[src/rtl/mnv3_acc_pkg.sv]
// rtl/mnv3_acc_pkg.sv - shared encodings, FSM states and constants for psum_accumulator
package mnv3_acc_pkg;

    localparam int DEF_DATA_WIDTH = 12;
    localparam int DEF_FRAC_WIDTH = 5;
    localparam int DEF_ACC_WIDTH  = 20;
    localparam int DEF_MAX_PSUMS  = 255;

    localparam logic [1:0] ACT_NONE   = 2'b00;
    localparam logic [1:0] ACT_RELU   = 2'b01;
    localparam logic [1:0] ACT_RELU6  = 2'b10;
    localparam logic [1:0] ACT_HSWISH = 2'b11;

    // Q7.5 constants: 6.0, 3.0 and 1/6 in Q0.10
    localparam int RELU6_MAX     = 192;
    localparam int HSWISH_OFFSET = 96;
    localparam int ONE_SIXTH_Q10 = 171;

    typedef enum logic [1:0] {
        ST_IDLE   = 2'd0,
        ST_ACCUM  = 2'd1,
        ST_FINISH = 2'd2
    } state_t;

endpackage

[src/rtl/act_unit.sv]
// rtl/act_unit.sv - activation and output saturation stage; PSUM_ACCUMULATOR_HSWISH_EN adds
// hard-swish on act_sel=11 behind one extra register
module act_unit
    import mnv3_acc_pkg::*;
#(
    parameter int DATA_WIDTH = DEF_DATA_WIDTH,
    parameter int FRAC_WIDTH = DEF_FRAC_WIDTH,
    parameter int ACC_WIDTH  = DEF_ACC_WIDTH
) (
    input  logic                        clk,
    input  logic                        reset,
    input  logic                        flush,
    input  logic                        in_valid,
    input  logic signed [ACC_WIDTH-1:0] in_acc,
    input  logic [1:0]                  in_act,
    input  logic [7:0]                  in_count,
    output logic [DATA_WIDTH-1:0]       data_out,
    output logic                        data_valid_out,
    output logic                        sat_flag,
    output logic [7:0]                  psum_count
);

    // Headroom for the hard-swish product chain (acc * t * 171)
    localparam int RES_W = ACC_WIDTH + 24;
    localparam logic signed [RES_W-1:0] RELU6_LIM =
        RES_W'((longint'(RELU6_MAX) <<< FRAC_WIDTH) >>> DEF_FRAC_WIDTH);
    localparam logic signed [RES_W-1:0] SAT_HI = RES_W'((longint'(1) <<< (DATA_WIDTH - 1)) - 1);
    localparam logic signed [RES_W-1:0] SAT_LO = -SAT_HI - 1;

    logic signed [RES_W-1:0] acc_x;
    logic signed [RES_W-1:0] act_val;
    logic signed [RES_W-1:0] sat_in_val;
    logic                    sat_in_valid;
    logic [7:0]              sat_in_count;
    logic [DATA_WIDTH-1:0]   sat_word;
    logic                    sat_hit;

    assign acc_x = RES_W'(in_acc);

`ifdef PSUM_ACCUMULATOR_HSWISH_EN
    localparam int HS_SHIFT = 10 + FRAC_WIDTH;
    localparam logic signed [RES_W-1:0] HS_OFF =
        RES_W'((longint'(HSWISH_OFFSET) <<< FRAC_WIDTH) >>> DEF_FRAC_WIDTH);
    localparam logic signed [RES_W-1:0] HS_ROUND = RES_W'(longint'(1) <<< (HS_SHIFT - 1));

    logic signed [RES_W-1:0] hs_sum;
    logic signed [RES_W-1:0] hs_t;
    logic signed [RES_W-1:0] hs_prod;
    logic signed [RES_W-1:0] hswish_val;

    always_comb begin
        hs_sum = acc_x + HS_OFF;
        if (hs_sum < 0) begin
            hs_t = '0;
        end else if (hs_sum > RELU6_LIM) begin
            hs_t = RELU6_LIM;
        end else begin
            hs_t = hs_sum;
        end
        hs_prod    = acc_x * hs_t * RES_W'(ONE_SIXTH_Q10);
        hswish_val = (hs_prod + HS_ROUND) >>> HS_SHIFT;
    end
`endif

    always_comb begin
        act_val = acc_x;
        case (in_act)
            ACT_RELU:  act_val = (acc_x < 0) ? '0 : acc_x;
            ACT_RELU6: begin
                if (acc_x < 0) begin
                    act_val = '0;
                end else if (acc_x > RELU6_LIM) begin
                    act_val = RELU6_LIM;
                end else begin
                    act_val = acc_x;
                end
            end
`ifdef PSUM_ACCUMULATOR_HSWISH_EN
            ACT_HSWISH: act_val = hswish_val;
`endif
            default:   act_val = acc_x;
        endcase
    end

`ifdef PSUM_ACCUMULATOR_HSWISH_EN
    logic signed [RES_W-1:0] mid_val;
    logic                    mid_valid;
    logic [7:0]              mid_count;

    // Every act_sel goes through this register so latency does not depend on the mode
    always_ff @(posedge clk) begin
        if (reset) begin
            mid_val   <= '0;
            mid_valid <= 1'b0;
            mid_count <= '0;
        end else begin
            mid_valid <= in_valid & ~flush;
            if (in_valid) begin
                mid_val   <= act_val;
                mid_count <= in_count;
            end
        end
    end

    assign sat_in_val   = mid_val;
    assign sat_in_valid = mid_valid;
    assign sat_in_count = mid_count;
`else
    assign sat_in_val   = act_val;
    assign sat_in_valid = in_valid;
    assign sat_in_count = in_count;
`endif

    always_comb begin
        sat_hit = 1'b1;
        if (sat_in_val > SAT_HI) begin
            sat_word = DATA_WIDTH'(SAT_HI);
        end else if (sat_in_val < SAT_LO) begin
            sat_word = DATA_WIDTH'(SAT_LO);
        end else begin
            sat_hit  = 1'b0;
            sat_word = sat_in_val[DATA_WIDTH-1:0];
        end
    end

    always_ff @(posedge clk) begin
        if (reset) begin
            data_out       <= '0;
            data_valid_out <= 1'b0;
            sat_flag       <= 1'b0;
            psum_count     <= '0;
        end else begin
            data_valid_out <= sat_in_valid & ~flush;
            if (sat_in_valid & ~flush) begin
                data_out   <= sat_word;
                sat_flag   <= sat_hit;
                psum_count <= sat_in_count;
            end
        end
    end

endmodule

[src/rtl/psum_accumulator.sv]
// rtl/psum_accumulator.sv - groups adder-tree partial sums with bias, then activates and saturates;
// PSUM_ACCUMULATOR_HSWISH_EN enables hard-swish
module psum_accumulator
    import mnv3_acc_pkg::*;
#(
    parameter int DATA_WIDTH = DEF_DATA_WIDTH,
    parameter int FRAC_WIDTH = DEF_FRAC_WIDTH,
    parameter int ACC_WIDTH  = DEF_ACC_WIDTH,
    parameter int MAX_PSUMS  = DEF_MAX_PSUMS
) (
    input  logic                  clk,
    input  logic                  reset,
    input  logic                  data_valid_in,
    input  logic [DATA_WIDTH-1:0] psum_in,
    input  logic                  last_in,
    input  logic [DATA_WIDTH-1:0] bias_in,
    input  logic [1:0]            act_sel,
    input  logic                  end_flag,
    output logic [DATA_WIDTH-1:0] data_out,
    output logic                  data_valid_out,
    output logic                  sat_flag,
    output logic [7:0]            psum_count
);

    state_t                  state, state_n;
    logic signed [ACC_WIDTH-1:0] psum_ext, bias_ext;
    logic signed [ACC_WIDTH-1:0] acc, acc_n, snap_acc;
    logic [7:0]              count, count_n, snap_count;
    logic [1:0]              act_lat, act_n, snap_act;
    logic                    snap, snap_valid;

    assign psum_ext = ACC_WIDTH'($signed(psum_in));
    assign bias_ext = ACC_WIDTH'($signed(bias_in));

    always_comb begin
        state_n = state;
        acc_n   = acc;
        count_n = count;
        act_n   = act_lat;
        snap    = 1'b0;
        if (data_valid_in) begin
            if (state == ST_ACCUM) begin
                acc_n   = acc + psum_ext;
                count_n = count + 8'd1;
                if (last_in || count_n == 8'(MAX_PSUMS)) begin
                    state_n = ST_FINISH;
                    snap    = 1'b1;
                end
            end else begin
                // IDLE and FINISH both open a new group, so groups can run back to back
                acc_n   = bias_ext + psum_ext;
                count_n = 8'd1;
                act_n   = act_sel;
                if (last_in || MAX_PSUMS <= 1) begin
                    state_n = ST_FINISH;
                    snap    = 1'b1;
                end else begin
                    state_n = ST_ACCUM;
                end
            end
        end else if (state == ST_FINISH) begin
            state_n = ST_IDLE;
        end
    end

    always_ff @(posedge clk) begin
        if (reset) begin
            state      <= ST_IDLE;
            acc        <= '0;
            count      <= '0;
            act_lat    <= ACT_NONE;
            snap_valid <= 1'b0;
            snap_acc   <= '0;
            snap_count <= '0;
            snap_act   <= ACT_NONE;
        end else if (end_flag) begin
            state      <= ST_IDLE;
            acc        <= '0;
            count      <= '0;
            snap_valid <= 1'b0;
        end else begin
            state      <= state_n;
            acc        <= acc_n;
            count      <= count_n;
            act_lat    <= act_n;
            snap_valid <= snap;
            if (snap) begin
                snap_acc   <= acc_n;
                snap_count <= count_n;
                snap_act   <= act_n;
            end
        end
    end

    act_unit #(
        .DATA_WIDTH (DATA_WIDTH),
        .FRAC_WIDTH (FRAC_WIDTH),
        .ACC_WIDTH  (ACC_WIDTH)
    ) u_act (
        .clk            (clk),
        .reset          (reset),
        .flush          (end_flag),
        .in_valid       (snap_valid),
        .in_acc         (snap_acc),
        .in_act         (snap_act),
        .in_count       (snap_count),
        .data_out       (data_out),
        .data_valid_out (data_valid_out),
        .sat_flag       (sat_flag),
        .psum_count     (psum_count)
    );

endmodule

[config.mk]
export PLATFORM = sky130hd
export DESIGN_NAME = psum_accumulator
export DESIGN_NICKNAME = d
export VERILOG_FILES = /design/src/rtl/mnv3_acc_pkg.sv /design/src/rtl/act_unit.sv /design/src/rtl/psum_accumulator.sv
export SDC_FILE = /design/constraint.sdc
export NUM_CORES = 1
export LEC_CHECK = 0
export ABC_AREA = 1
export BUFFER_PORTS_ARGS = -buffer_cell sky130_fd_sc_hd__buf_2
export CORE_ASPECT_RATIO = 1.5
export CORE_MARGIN = 10
export CORE_UTILIZATION = 45
export DETAILED_ROUTE_END_ITERATION = 8
export PLACE_DENSITY = 0.72
export SLEW_MARGIN = 25
export SYNTH_ARGS = -nofsm -noshare
export SYNTH_HDL_FRONTEND = slang
export SYNTH_HIERARCHICAL = 1
export SYNTH_SLANG_ARGS = --single-unit
[constraint.sdc]
create_clock -name clk -period 1.8 [get_ports clk]
set_clock_uncertainty 0.05 [all_clocks]
set_input_delay 0.27 -clock clk [delete_from_list [all_inputs] [get_ports clk]]
set_output_delay 0.27 -clock clk [all_outputs]
set_load 0.02 [all_outputs]
==> Implementation_results.wiki <==
{| class="wikitable"
! Metric !! Value
|-
| Worst skew pair latency || 0.35 ns
|-
| Post-route antenna net violation count || 0
|-
| Compound-Gate Fraction of Synth Area || 0.0989
|-
| Multiplexer share of the synthesized area || 0.00339
|-
| Synth Net Count || 1034
|-
| Endpoint class of the critical path || flop
|-
| Number of fillers in the final layout || 1079
|-
| Total detailed-routing wirelength || 19.5 mm
|-
| Number of detailed-routing iterations run before antenna repair || 5
|-
| Top cell by count, worst path || nand2_1
|-
| Global-route wire length before repair || 28.9 mm
|-
| Post-synthesis share of cell area spent on full adders, half adders and majority gates || 0.0809
|-
| R2R Path End || snap_acc[15]
|-
| Final Hold Vio Count || 0
|-
| Period utilisation layout || 1.11
|-
| Total routing usage reported by global routing || 0.190
|-
| Number of slew-limit violations in the final report || 0
|-
| Core area || 0.0130 mm2
|-
| Portion of synthesized cell area occupied by the leading cell type || 0.288
|-
| Seq pwr share || 0.362
|-
| Number of clock buffers inserted by TritonCTS || 9
|-
| Achievable clock frequency || 502 MHz
|-
| Average cell area after synthesis || 6.11 um2
|-
| Multi-input gate area in the final layout || 0.00441 mm2
|-
| Worst hold path type || input port to flop
|-
| Worst path depth || 15
|-
| Post-route DRC || 0
|-
| Wirelength per Cell || 15.3 um
|-
| Nets@finish || 1176
|-
| I/O pin total || 53
|-
| Max-capacitance violation count || 0
|-
| Run status || finished, violations left
|-
| Post-placement cell count || 1243
|-
| Most area-hungry cell type in the Yosys netlist || dfxtp_1
|-
| CTS tree || yes
|-
| Cell area power density || 660 mW/mm2
|-
| Sum of buffers and inverters on the critical path || 4
|-
| Number of enable flip-flop cells after synthesis || 0
|-
| Slack of the worst reg-to-reg path || -0.19 ns
|-
| Least-Margin Pin Slew || 0.517 ns
|-
| RSZ-0062 raised after global routing || true
|-
| Slack of the critical path || -0.192 ns
|-
| Die area || 0.0182 mm2
|-
| Post-synthesis register bit count || 85
|-
| CTS Hold Bufs || 0
|-
| Category of the most critical setup path || flop to flop
|-
| Post-synthesis cell type count || 41
|-
| Primary FF master, synth || dfxtp_1
|-
| Dpl cell area || 0.00699 mm2
|-
| Gate count after technology mapping || 966
|-
| Crit. Startpoint || count[1]
|-
| Critical path, cell by cell || buf_6, nand2_4, nor2_4, nand3_2, nand2_1, nand2_1, nor2_1, nand3_1, nand2_2, nand2_4, clkinv_8, buf_12, nand3_2, nand2_1, inv_1
|-
| Largest family of logic cells by synthesized area || simple AND/OR/NAND/NOR gates
|-
| Simple logic cell fraction of the synthesized area || 0.404
|-
| Sw Ratio || 0.333
|-
| Antenna diode count || 0
|-
| Worst EP arrival || 2.20 ns
|-
| XOR/XNOR Fraction of Synth Area || 0.0104
|-
| CP max stage delay || 0.37 ns
|-
| Number of levels in the clock H-tree || 3
|-
| Root buffer selected by CTS || clkbuf_16
|-
| Synthesized cell area || 0.00591 mm2
|-
| Sinks on the clock net || 85
|-
| Source of the worst register-to-register timing path || count[1]
|-
| Clock transition at the registers of the reported paths || 0.07 ns
|-
| Time the final worst path needs with I/O delays and setup || 1.99 ns
|-
| Port Buffers || 52
|-
| Sequential fraction of the synthesis area || 0.288
|-
| Top cells by area, synth || dfxtp_1 (29%), nand2_1 (18%), nor2_1 (9.7%)
|-
| Cell with the biggest individual delay on the critical path || dfxtp_4
|-
| Worst setup path endpoint || snap_acc[15]
|-
| Starting DRT DRC Count || 495
|-
| Final number of setup-violating endpoints || 35
|-
| Power dissipated by switching net loads || 1840 uW
|-
| Worst-case vdd ir drop || 547 uV
|-
| Dominant delay contributor by cell family on the critical path || simple AND/OR/NAND/NOR gates
|-
| Finished Layout Cells || 1272
|-
| HPWL after detailed placement || 13.0 mm
|-
| Pin count of the biggest net entering global routing || 29
|-
| Startpoint class of the critical path || flop
|-
| Internal power || 3680 uW
|-
| Initial antenna violation count || 0
|-
| Number of global-route vias before repair || 6349
|-
| Maximum fanout along the worst path || 7
|-
| Average vias per placed instance || 5.30
|-
| Synthesis-to-finish area growth || 41.6%
|-
| Async SR Flop Fraction || 0
|-
| Synthesis warning total || 6
|-
| Total global routing overflow || 0
|-
| Floorplan die height || 160 um
|-
| Deepest clock path buffer count || 2
|-
| Violated checks || setup timing
|-
| Initial Utilization || 0.456
|-
| Leak || 0.00412 uW
|-
| Placer congestion estimate || 0.881
|-
| R2r worst-path depth || 15
|-
| Total via count after detailed routing || 6738
|-
| Row cnt || 51
|-
| Slew Limit Headroom || 0.655
|-
| Comb power frac || 0.273
|-
| Required @ worst endpoint || 2.00 ns
|-
| Share of final-layout standard cells stronger than drive strength 1 || 0.355
|-
| Die X || 114 um
|-
| Register area || 0.00173 mm2
|-
| Clock network fraction of total power || 0.365
|-
| Final design area excluding fillers || 0.00837 mm2
|}
-- registers in the layout, indices dropped and copies added (netlist names), 8 cells and up --
name,flops
snap_acc,20
u_act/data_out,12
count,8
acc,20
u_act/psum_count,8
snap_count,8
-- cell usage in the layout, fill, tap and decap left out, types with 10 or more instances in the layout --
cell type and count:
a21oi_1 31, a21oi_2 14, buf_2 51, buf_4 87, clkbuf_16 10, dfxtp_1 70
dfxtp_2 11, ha_1 16, ha_4 19, inv_1 124, inv_2 14, nand2_1 217
nand2_2 53, nand2_4 20, nand3_1 55, nand3_2 18, nand4_1 12, nor2_1 125
nor2_2 26, nor2_4 11, o21ai_0 33
-- cell families (layout without fill, tap and decap cells) --
logic type	Yosys count	after routing
and+or+nand+nor	562	562
buffers and inverters	166	313
AOI/OAI and AO/OA	107	107
DFF	85	85
adders and majority gates	37	37
xor gates and xnor gates	7	7
muxes	2	2
-- cell type report --
cell class	count	area share
Clock buffer	9	0.0269
Clock inverter	7	0.0105
Inverter	144	0.0676
Multi-Input combinational cell	715	0.527
Sequential cell	85	0.207
Tap cell	159	0.0238
Timing Repair Buffer	153	0.137
-- Yosys cell counts, types with 5 or more instances --
master	n
a21oi_1	44
clkbuf_1	11
dfxtp_1	85
ha_1	35
inv_1	135
inv_2	6
nand2_1	283
nand3_1	80
nand3b_1	5
nand4_1	12
nor2_1	152
nor2_2	6
o21ai_0	42
o21ai_2	5
o22ai_1	5
or2_2	6
-- layer usage --
layer  up-vias  wire, um  track usage
met5         -         0            0
met4         0      1150        0.105
met3        94      1060       0.0298
met2       260     10300        0.353
met1      3064      7030        0.194
li1       3320         -            -
-- per-stage QoR --
step,setup TNS (ns),hold slack [ns],setup slack [ns],utilization,total power [uW]
floorplan,0,0.292,0.00595,-,2770
global placement,-6.87,0.409,-0.275,0.540,3200
detailed placement,-7.76,0.421,-0.286,0.540,3220
CTS,-3.73,0.188,-0.159,0.593,5260
global route,-10.11,0.217,-0.365,0.646,5740
finish,-4.93,0.187,-0.192,0.646,5520
-- worst min-delay path by stage --
| stage | endpoint | depth (start not counted) | slack (ns) | start |
|---|---|---|---|---|
| finish | snap_valid | 2 | 0.19 | reset |
| global route | u_act/data_valid_out | 2 | 0.22 | reset |
| CTS | u_act/data_out[11] | 2 | 0.19 | reset |
| detailed placement | snap_count[7] | 2 | 0.42 | snap_count[7] |
| global placement | u_act/data_out[11] | 2 | 0.41 | u_act/data_out[11] |
| floorplan | snap_valid | 1 | 0.29 | reset |
-- power groups by stage --
stage	Sequential, uW	Clock (uW)	Combinational, uW
finish	2000	2010	1510
global route	2000	2090	1650
CTS	1990	2000	1270
detailed placement	2030	0	1190
global placement	2030	0	1170
floorplan	2020	0	743
-- repair_timing --
item | CTS | global route
setup buffers | 5 | 7
cloned | 2 | 1
pin swaps | 25 | 67
gates resized for setup | 63 | 178
setup endpoints to repair | 43 | 56
Note: power is estimated with default switching activity, not from simulation.
